--- config.mk ---
export PLATFORM = sky130hd
export DESIGN_NAME = counter_mod
export DESIGN_NICKNAME = d
export VERILOG_FILES = /design/src/rtl/counter_mod.sv
export SDC_FILE = /design/constraint.sdc
export NUM_CORES = 1
export LEC_CHECK = 0
export BUFFER_PORTS_ARGS = -buffer_cell sky130_fd_sc_hd__buf_2
export CELL_PAD_IN_SITES_DETAIL_PLACEMENT = 0
export CELL_PAD_IN_SITES_GLOBAL_PLACEMENT = 2
export CORE_ASPECT_RATIO = 1.2
export CORE_MARGIN = 2
export CORE_UTILIZATION = 27
export CTS_CLUSTER_DIAMETER = 150
export DETAILED_ROUTE_END_ITERATION = 12
export MAX_ROUTING_LAYER = met4
export PLACE_DENSITY = 0.73
export SKIP_CTS_REPAIR_TIMING = 1
export SYNTH_ARGS = -nofsm -noshare
export SYNTH_HDL_FRONTEND = slang
export SYNTH_SLANG_ARGS = --single-unit
--- constraint.sdc ---
create_clock -name clock -period 3 [get_ports clock]
set_input_delay 0.15 -clock clock [delete_from_list [all_inputs] [get_ports clock]]
set_output_delay 0.15 -clock clock [all_outputs]
set_load 0.01 [all_outputs]
--- src/rtl/counter_mod.sv ---
// Loadable modulo counter with up/down direction, variable step, wrap or
// saturate end mode, a registered terminal-count pulse and a sticky overflow flag.
module counter_mod #(
  parameter int WIDTH   = 12,
  parameter int MODULUS = 4096,
  parameter int STEP_W  = 4
) (
  input  logic              clock,
  input  logic              rst,
  input  logic              enabled,
  input  logic              load,
  input  logic [WIDTH-1:0]  ld,
  input  logic              up,
  input  logic              sat,
  input  logic [STEP_W-1:0] step,
  input  logic              clr_ovf,
  output logic [WIDTH-1:0]  y,
  output logic              tc,
  output logic              ovf
);

  // One extra bit so y+step and MODULUS itself (up to 2^WIDTH) are representable.
  localparam int                W1      = WIDTH + 1;
  localparam logic [W1-1:0]     MOD_EXT = W1'(MODULUS);
  localparam logic [W1-1:0]     MAX_EXT = W1'(MODULUS - 1);
  localparam logic [WIDTH-1:0]  MAX_VAL = WIDTH'(MODULUS - 1);

  logic [WIDTH-1:0] y_q, y_d;
  logic             tc_q, tc_d;
  logic             ovf_q, ovf_d;
  logic [W1-1:0]    y_ext, step_ext, sum_ext;
  logic             evt;

  assign y_ext    = {1'b0, y_q};
  assign step_ext = W1'(step);
  assign sum_ext  = y_ext + step_ext;

  always_comb begin
    // NOTE: every output of this block gets a default first, so no path can infer a latch.
    y_d  = y_q;
    tc_d = 1'b0;
    evt  = 1'b0;
    if (load) begin
      y_d = ({1'b0, ld} > MAX_EXT) ? MAX_VAL : ld;
    end else if (enabled && (step != '0)) begin
      if (up) begin
        if (sum_ext <= MAX_EXT) begin
          y_d = sum_ext[WIDTH-1:0];
        end else begin
          evt = 1'b1;
          y_d = sat ? MAX_VAL : WIDTH'(sum_ext - MOD_EXT);
        end
      end else begin
        if (step_ext <= y_ext) begin
          y_d = WIDTH'(y_ext - step_ext);
        end else begin
          evt = 1'b1;
          y_d = sat ? '0 : WIDTH'(y_ext + MOD_EXT - step_ext);
        end
      end
      tc_d = evt || (up ? (y_d == MAX_VAL) : (y_d == '0));
    end
    // A new event outranks a clear requested on the same edge.
    ovf_d = evt | (ovf_q & ~clr_ovf);
  end

  always_ff @(posedge clock) begin
    // NOTE: sequential state uses non-blocking assignments so all registers update together.
    if (rst) begin
      y_q   <= '0;
      tc_q  <= 1'b0;
      ovf_q <= 1'b0;
    end else begin
      y_q   <= y_d;
      tc_q  <= tc_d;
      ovf_q <= ovf_d;
    end
  end

  assign y   = y_q;
  assign tc  = tc_q;
  assign ovf = ovf_q;

endmodule
==> impl_results.md, run 1 <==
- Result of the run: finished, final reports clean
- Layout-stage area growth over the synthesis result: 35.8%
- Number of port buffers: 36
- Syn Nets: around 260
- Number of storage elements in the synthesis netlist: 14
- Overall fraction of global-route tracks in use: 17.9%
- Router iterations before antenna repair: 4
- Number of antenna-violating nets in the routed design: 0
- Most used flip-flop cell after synthesis: dfxtp_1
- Post-route DRC: 0
- Worst IR Drop VDD: 0.222 mV
- Gp weighted congestion: slightly above 0.8
- Wire length of the first global-routing pass: a little under 9000 um
- Number of distinct standard cells referenced by the synthesized netlist: 54
- Leading cell types by total area after synthesis: dfxtp_1 (18%), nor2_1 (8.5%), a211oi_1 (7.1%), a21oi_1 (6.3%), ha_1 (6.3%)
- Final setup viols: 0
- Pre-CTS setup slack: between 30 and 40 ps
- Antenna diode instance count: 0
- Clock-pin slew on the worst setup and hold paths: approximately 60 ps
- Number of hold violations in the final report: 0
- Unrepaired setup endpoints after global routing: yes
- Area used by multi-input combinational logic: around 1300 um^2
- Clock root cell: clkbuf_8
- Proportion of layout cells with a drive suffix above 1: between 30 and 40%
- Most used standard cell by instance count after synthesis: nor2_1
- Largest clock skew in the final design: 2.24 ps
- Worst hold start: ld[5]
- Leading cell types by count after synthesis: nor2_1 (36), a21oi_1 (20), a211oi_1 (15)
- Effective utilization at floorplan: around 28%
- Maximum clock rate: 0.338 GHz
- Portion of the clock cycle consumed by the worst path in the final layout: a little over nine tenths
- Number of warnings issued by yosys: 0
- Number of clock sinks seen by CTS: 14
- Count of flip-flops with a built-in enable after synthesis: 0
- Routed via count: approximately 2000
- Lkg Pwr: between 0.9 and 1 nW
- Total routed wirelength: about 5600 um
- Full die area: roughly 6500 um^2
- Via/cell ratio: between 5 and 6
- DP Wirelength: about 4300 um
- Core area: 5670 um^2
- Final Max Slew Viols: 0
- Number of core rows: 30
- Total standard cell area after synthesis: about 1600 um^2
- Pin count of the biggest net entering global routing: 26
- Worst rel slew slack: a little under three fifths
- Nets: ~310
- Worst R2R Start: y[0]
- Pwr per Cell Area: 359 nW/um^2
- Hold WC Path Type: in -> reg
- Largest fanout on the critical path: 3
- Initial antenna violation count: 0
- Cell type with the largest total area after synthesis: dfxtp_1
- Crit end category: flop
- WL per Instance: around 16 um
- CP startpoint: y[0]
- Fill cell count: 608
- Critical Path Start Type: flop
- Source-to-sink clock delay at the later pin of the worst-skew pair: ~250 ps
- Fraction of synthesis flops using an asynchronous set or reset pin: 0%
- Slew at the pin with the worst max-slew slack: 665 ps
- Number of max-cap violations: 0
- Total negative slack: 0 ps
- CP Data Required Time: approximately 3200 ps
- Synthesized area divided by synthesized cell count: 7.01 um^2
- Sequential cell area: 282 um^2
- Number of violations reported at the end of detailed-routing iteration 0: 136
- Number of instances in the synthesized netlist: 226
- Height of the chip: between 80 and 90 um
- Post-synthesis sequential area ratio: between 10% and 20%
- Vias in the first global route: 1730
- Synth top area share: ~18%
- Buffer levels on the longest clock path: 2
- Crit path arrival time: between 3000 and 4000 ps
- PnR worst setup slack: between 40 and 50 ps
- Horizontal die dimension: 74.0 um
- I/O pin count: 37
- Total global routing overflow: 0
- Worst setup path category: reg -> reg
- Total number of H-tree levels: 1
- TritonCTS clock tree: built
- Shortest period the worst path allows: 2960 ps
- Number of buffers created by CTS: 3
-- sequential cells by signal, summed over array words and instances, names as in the netlist --
register / cells
tc: 1
y: 12
ovf: 1
-- through the flow --
| stage | cell area [um^2] | std cells | hold WS [ps] | total power, mW | utilization, % |
|---|---|---|---|---|---|
| floorplan | 1590 | 226 | 219 | 0.421 | - |
| global placement | 1990 | 351 | 371 | 0.555 | 35.1 |
| detailed placement | 1990 | 351 | 375 | 0.548 | 35.1 |
| CTS | 2050 | 355 | 115 | 0.743 | 36.1 |
| global route | 2150 | 360 | 139 | 0.826 | 38.0 |
| finish | 2150 | 360 | 116 | 0.773 | 38.0 |
-- per-layer routing --
| layer | global-route usage, % | part of all wire, % | vias up | routed length [um] |
|---|---|---|---|---|
| met1 | 24.0 | 45 | 935 | 2530 |
| met5 | - | 0 | - | 0 |
| met3 | 1.15 | 4.3 | 9 | 241 |
| li1 | - | - | 954 | - |
| met2 | 29.1 | 49 | 68 | 2730 |
| met4 | 4.46 | 1.6 | 0 | 87 |
-- path summary, 6_finish.rpt --
kind	end	slack (ps)	cells past startpoint
worst max-delay path	tc	40	12
worst min-delay path	y[5]	120	3
worst max register to register	tc	40	12
worst min register to register	ovf	600	3
-- cell usage in the layout, fill, tap and decap left out, drive strengths merged, types with 4 or more instances in the layout --
cell type  instances
nand2b             4
nand3              7
a21oi             21
dfxtp             14
nor3               7
nor2              36
or4                4
and2               4
or3                4
buf               65
nand2              8
inv               13
ha                 8
a211oi            15
clkbuf             4
nand4              5
o21ai              8
-- cells by family (layout without fill, tap and decap cells) --
family                   after synthesis  after routing  synth area share (%)
buffers and inverters                 29             83                  7.50
XOR/XNOR                               3              3                  1.66
AND/OR/NAND/NOR                       99             99                  32.8
AO/OA/AOI/OAI                         70             70                  30.9
multiplexers                           1              1                 0.631
adder cells (fa/ha/maj)               10             10                  8.84
flip-flops                            14             14                  17.7
-- critical path, stage by stage (launching register included) --
cell and delay (ps):
dfxtp_2 320, inv_2 60, ha_4 120, inv_2 40, fa_2 350, a21o_1 200, and2_4 140, or4_4 420
a311o_1 370, a21oi_2 160, nand4_1 110, or4b_1 520, nand3_1 100
-- power breakdown --
group | switching, mW | internal [mW] | leakage, nW | total (mW)
combinational | 0.204 | 0.167 | 0.779 | 0.371
sequential | 0.0134 | 0.199 | 0.116 | 0.213
clock | 0.0733 | 0.116 | 0.0288 | 0.190
-- area by class of cell --
cell class / count / area share (%)
flip-flops and latches: 14 / 13.1
well taps: 80 / 4.65
clock buffers: 4 / 2.56
repair buffers: 65 / 18.5
inverters: 14 / 2.44
multi-input cells: 183 / 58.8
Note: power is estimated with default switching activity, not from simulation.
==> run 2: changes to the inputs <==
Settings changed: SETUP_SLACK_MARGIN set to 0.5.
==> impl_results.md, run 2 (synthesized netlist as in run 1, its figures left out) <==
- Via/cell ratio: 5.20 (-4.9%)
- Total number of H-tree levels: 1 (unchanged)
- Largest clock skew in the final design: 4.99 ps (+2.75 ps)
- I/O pin count: 37 (unchanged)
- Number of buffers created by CTS: 3 (unchanged)
- Number of core rows: 30 (unchanged)
- Worst Reg-to-Reg Cells: 12 (unchanged)
- Number of violations reported at the end of detailed-routing iteration 0: 161 (+18%)
- Hold WC Path Type: in -> reg
- Full die area: 6500 um^2 (unchanged)
- Area used by multi-input combinational logic: 1360 um^2 (+7.2%)
- Layout-stage area growth over the synthesis result: 43.0%
- Buffer levels on the longest clock path: 2 (unchanged)
- Crit end category: flop
- DP Wirelength: 4490 um (+3.8%)
- TritonCTS clock tree: built
- Reg-to-reg critical path endpoint: tc
- Total global routing overflow: 0 (unchanged)
- Largest fanout on the critical path: 4 (+1)
- Gp weighted congestion: 0.884 (+7.8%)
- Result of the run: finished, final reports clean
- Core area: 5670 um^2 (unchanged)
- Register-to-register path setup slack: 90 ps (+50 ps)
- Number of max-cap violations: 0 (unchanged)
- Height of the chip: 87.9 um (unchanged)
- Slew at the pin with the worst max-slew slack: 688 ps (+23.2 ps)
- Overall fraction of global-route tracks in use: 19.2% (+1.3 points)
- Area after detailed placement: 2010 um^2 (+0.94%)
- Clock-pin slew on the worst setup and hold paths: 60 ps (about the same)
- Number of antenna-violating nets in the routed design: 0 (unchanged)
- Unrepaired setup endpoints after global routing: yes
- Nets: 316 (+0.64%)
- CP startpoint: y[0]
- Post-route DRC: 0 (unchanged)
- Routed via count: 1881 (-4.3%)
- Effective utilization at floorplan: 28.0% (unchanged)
- Number of flip-flops in the largest register: 12 (unchanged)
- Number of port buffers: 36 (unchanged)
- CP Data Required Time: 3200 ps (about the same)
- Antenna diode instance count: 0 (unchanged)
- WL per Instance: 16.1 um (+3.9%)
- Number of hold violations in the final report: 0 (unchanged)
- Sequential cell area: 287 um^2 (+1.8%)
- Clock root cell: clkbuf_8
- Critical Path Start Type: flop
- Maximum clock rate: 0.344 GHz (+1.7%)
- Source-to-sink clock delay at the later pin of the worst-skew pair: 250 ps (about the same)
- Portion of the clock cycle consumed by the worst path in the final layout: 96.9% (-1.6 points)
- Shortest period the worst path allows: 2910 ps (-49.5 ps)
- Total negative slack: 0 ps (unchanged)
- Crit path arrival time: 3100 ps (-50 ps)
- Horizontal die dimension: 74.0 um (unchanged)
- Wire length of the first global-routing pass: 9300 um (+6.5%)
- Initial antenna violation count: 0 (unchanged)
- Worst rel slew slack: 54.2% (-1.5 points)
- Final Max Slew Viols: 0 (unchanged)
- Total routed wirelength: 5830 um (+4.5%)
- Worst IR Drop VDD: 0.287 mV (+29%)
- Router iterations before antenna repair: 4 (unchanged)
- Lkg Pwr: 0.953 nW (+3.1%)
- Post-Place Cells: 350 (-0.28%)
- Pwr per Cell Area: 349 nW/um^2 (-2.7%)
- Vias in the first global route: 1804 (+4.3%)
- Fill cell count: 598 (-1.6%)
- Proportion of layout cells with a drive suffix above 1: 40.8% (+7.9 points)
- Pin count of the biggest net entering global routing: 26 (unchanged)
- Final cell count without fillers: 362 (+0.56%)
- Worst setup path category: reg -> reg
- Post-route cell area: 2270 um^2 (+5.3%)
- Final setup viols: 0 (unchanged)
- Number of clock sinks seen by CTS: 14 (unchanged)
- Worst R2R Start: y[0]
- Commonest cells after routing, fill and taps aside: nor2_1 (36), buf_2 (36), buf_4 (30)
- End of the critical path: tc
## run 2: cell types whose count changed in the layout (fill, tap and decap cells not counted), moves of 2 or more
cell and change:
nand3_1 -2, o21ai_1 +2, nand3_2 +2, a211oi_1 -6, a211oi_2 +6, a21oi_1 -2
a21oi_2 +2, dfxtp_1 -2, ha_1 -3, ha_2 +2
## run 2: worst min-delay path by stage
| stage | from | endpoint | slack (ps) | depth (start not counted) |
|---|---|---|---|---|
| after global placement | ld[5] | y[5] | 370 | 3 |
| after floorplan | rst | y[1] | 220 | 1 |
| after detailed placement | ld[5] | y[5] | 380 | 3 |
| after CTS | ld[5] | y[5] | 120 | 3 |
| final | ld[11] | y[11] | 120 | 3 |
| after global routing | ld[5] | y[5] | 130 | 3 |
## run 2: metal layers
| metal | up-vias | global-route usage, % | wire [um] |
|---|---|---|---|
| li1 | 957 | - | - |
| met1 | 884 | 26.1 | 2750 |
| met2 | 34 | 30.2 | 2850 |
| met3 | 6 | 1.15 | 159 |
| met4 | 0 | 6.12 | 69 |
| met5 | - | - | 0 |
## run 2: critical path, cell delays in order, from the launching register on
cell	delay, ps
dfxtp_4	350
inv_2	60
ha_4	120
inv_2	30
fa_2	340
a21o_1	200
and2_4	150
or4_4	410
a311o_1	370
a21oi_2	160
nand4_1	110
or4b_4	490
nand3_2	70
## run 2: through the flow
step                      total power, mW  hold WS (ps)  setup WS [ps]  util [%]
after global routing                0.845           131          -16.7      40.0
after CTS                           0.748           115          -17.3      36.4
after floorplan                     0.426           219            180         -
after detailed placement            0.555           377          -1.07      35.5
final                               0.792           116           93.4      40.0
after global placement              0.558           373          -10.8      35.5
## run 2: where the power goes
part | internal (mW) | switching, mW | leakage (nW)
Clock | 0.116 | 0.0718 | 0.0288
Sequential | 0.199 | 0.0153 | 0.117
Combinational | 0.176 | 0.213 | 0.807
Total | 0.492 | 0.300 | 0.953
## run 2: layout make-up
type	instances	area share, %
well taps	80	4.42
multi-input cells	183	59.8
flip-flops and latches	14	12.6
repair buffers	67	18.4
inverters	14	2.32
clock buffers	4	2.43
==> run 3: changes to the inputs <==
Settings changed: PLACE_DENSITY 0.73 to unset, PLACE_DENSITY_LB_ADDON set to 0.3.
==> impl_results.md, run 3 (synthesized netlist as in run 1, its figures left out) <==
- Worst hold start: ld[5]
- TritonCTS clock tree: built
- Unrepaired setup endpoints after global routing: yes
- Horizontal die dimension: 74.0 um (unchanged)
- Slew at the pin with the worst max-slew slack: 641 ps (-46.7 ps)
- Number of core rows: 30 (unchanged)
- Pwr per Cell Area: 348 nW/um^2 (-0.56%)
- Shortest period the worst path allows: 2890 ps (-14.9 ps)
- Final cell count without fillers: 355 (-1.9%)
- Via/cell ratio: 5.40 (+3.9%)
- Worst IR Drop VDD: 0.282 mV (-2.0%)
- Buffer levels on the longest clock path: 2 (unchanged)
- Vias in the first global route: 1817 (+0.72%)
- Register-to-register path setup slack: 110 ps (about the same)
- Number of antenna-violating nets in the routed design: 0 (unchanged)
- Total power of the final layout: 743 uW (-6.3%)
- Initial antenna violation count: 0 (unchanged)
- Combinational Power Share: 49.2% (about the same)
- CP max stage cell: or4b_1
- Crit end category: flop
- CP Data Required Time: 3190 ps (about the same)
- Area after detailed placement: 2000 um^2 (-0.37%)
- Gp weighted congestion: 0.883 (-0.14%)
- Crit path arrival time: 3080 ps (-20 ps)
- Clock-pin slew on the worst setup and hold paths: 60 ps (about the same)
- Layout-stage area growth over the synthesis result: 34.8%
- Proportion of layout cells with a drive suffix above 1: 34.2% (-6.6 points)
- Number of clock sinks seen by CTS: 14 (unchanged)
- Post-route DRC: 0 (unchanged)
- Worst rel slew slack: 57.3% (+3.1 points)
- Router iterations before antenna repair: 5 (+1)
- Total global routing overflow: 0 (unchanged)
- Switching power of the nets: 290 uW (-3.6%)
- Worst R2R Start: y[0]
- Sw frac: 39.0% (+1.1 points)
- Overall fraction of global-route tracks in use: 18.9% (-0.30 points)
- Endpoint of the worst hold-timing path: y[5]
- CP cell instances: inv_2 > ha_4 > inv_2 > fa_2 > a21o_1 > and2_4 > nor4_1 > buf_4 > nor4_1 > o2bb2ai_1 > nand4_1 > or4b_1 > nand3_1
- Internal power: 453 uW (-7.9%)
- Effective utilization at floorplan: 28.0% (unchanged)
- I/O pin count: 37 (unchanged)
- Clock root cell: clkbuf_8
- Worst Hold Path Cells: 3 (unchanged)
- Final setup viols: 0 (unchanged)
- Critical Path Start Type: flop
- Full die area: 6500 um^2 (unchanged)
- Total number of H-tree levels: 1 (unchanged)
- Final Max Slew Viols: 0 (unchanged)
- Post-Place Cells: 349 (-0.29%)
- Core area: 5670 um^2 (unchanged)
- Source-to-sink clock delay at the later pin of the worst-skew pair: 240 ps (about the same)
- Height of the chip: 87.9 um (unchanged)
- Number of violations reported at the end of detailed-routing iteration 0: 135 (-16%)
- Portion of the clock cycle consumed by the worst path in the final layout: 96.4% (-0.50 points)
- Worst setup path category: reg -> reg
- Number of max-cap violations: 0 (unchanged)
- Number of flip-flops in the largest register: 12 (unchanged)
- Part of the power in registers: 28.7% (+1.6 points)
- Routed via count: 1917 (+1.9%)
- Number of hold violations in the final report: 0 (unchanged)
- Number of buffers created by CTS: 3 (unchanged)
- PnR worst setup slack: 108 ps (+14.9 ps)
- DP Wirelength: 4510 um (+0.42%)
- Reg-to-reg critical path endpoint: tc
- Post-route cell area: 2140 um^2 (-5.7%)
- Commonest cells after routing, fill and taps aside: nor2_1 (36), buf_2 (36), buf_4 (23)
- Post-layout util: 37.7% (-2.3 points)
- Maximum clock rate: 0.346 GHz (+0.52%)
- Max incr delay on CP: 470 ps (-20 ps)
- Lkg Pwr: 0.891 nW (-6.5%)
- Pin count of the biggest net entering global routing: 26 (unchanged)
- Relative contribution of the clock network to total power: 22.1% (-1.7 points)
- Hold WC Path Type: in -> reg
- Nets: 309 (-2.2%)
- Antenna diode instance count: 0 (unchanged)
- Largest fanout on the critical path: 5 (+1)
- Result of the run: finished, final reports clean
- Number of port buffers: 36 (unchanged)
- Worst Reg-to-Reg Cells: 13 (+1)
- WL per Instance: 16.1 um (+0.14%)
- Largest clock skew in the final design: 2.89 ps (-2.10 ps)
- Wire length of the first global-routing pass: 9220 um (-0.89%)
- Pre-CTS setup slack: 103 ps (+104 ps)
- Total routed wirelength: 5730 um (-1.8%)
run 3: worst max-delay path: cells and delay by family (launching register included):
| family | cells | cell delay [ps] |
|---|---|---|
| AOI/OAI and AO/OA | 2 | 410 |
| adders and majority gates | 2 | 480 |
| buffers and inverters | 3 | 300 |
| DFF | 1 | 350 |
| and+or+nand+nor | 6 | 1290 |
run 3: power by group through the flow:
stage	logic [mW]	registers (mW)	clock network, mW
after floorplan	0.203	0.223	0
after global placement	0.339	0.216	0
after detailed placement	0.337	0.216	0
after CTS	0.339	0.211	0.168
after global routing	0.402	0.215	0.173
final	0.366	0.213	0.164
run 3: final cells by class:
type                       count  area [um^2]
multi-input combinational    183         1290
fill                         611         3530
clock buffer                   4         45.0
tap                           80          100
inverter                      14         52.6
timing repair buffer          60          364
sequential                    14          287
run 3: worst max-delay path by stage:
stage,startpoint,endpoint,slack (ps),cells after the start
finish,y[0],tc,110,13
global placement,y[1],tc,130,9
floorplan,y[0],tc,180,12
global route,y[0],tc,-6,12
CTS,y[0],tc,80,12
detailed placement,y[0],tc,100,12
run 3: stage by stage:
step	TNS (ps)	hold WS, ps
6_report	0	123
5_1_grt	-6.07	140
4_1_cts	0	121
3_5_place_dp	0	376
3_3_place_gp	0	371
2_1_floorplan	0	219
run 3: metal layers:
layer  vias up  GRT usage, %  share of wire, %
li1        942             -                 -
met1       924          25.2                48
met2        47          30.5                47
met3         4          1.61               3.7
met4         0          4.79               1.1
met5         -             -                 0
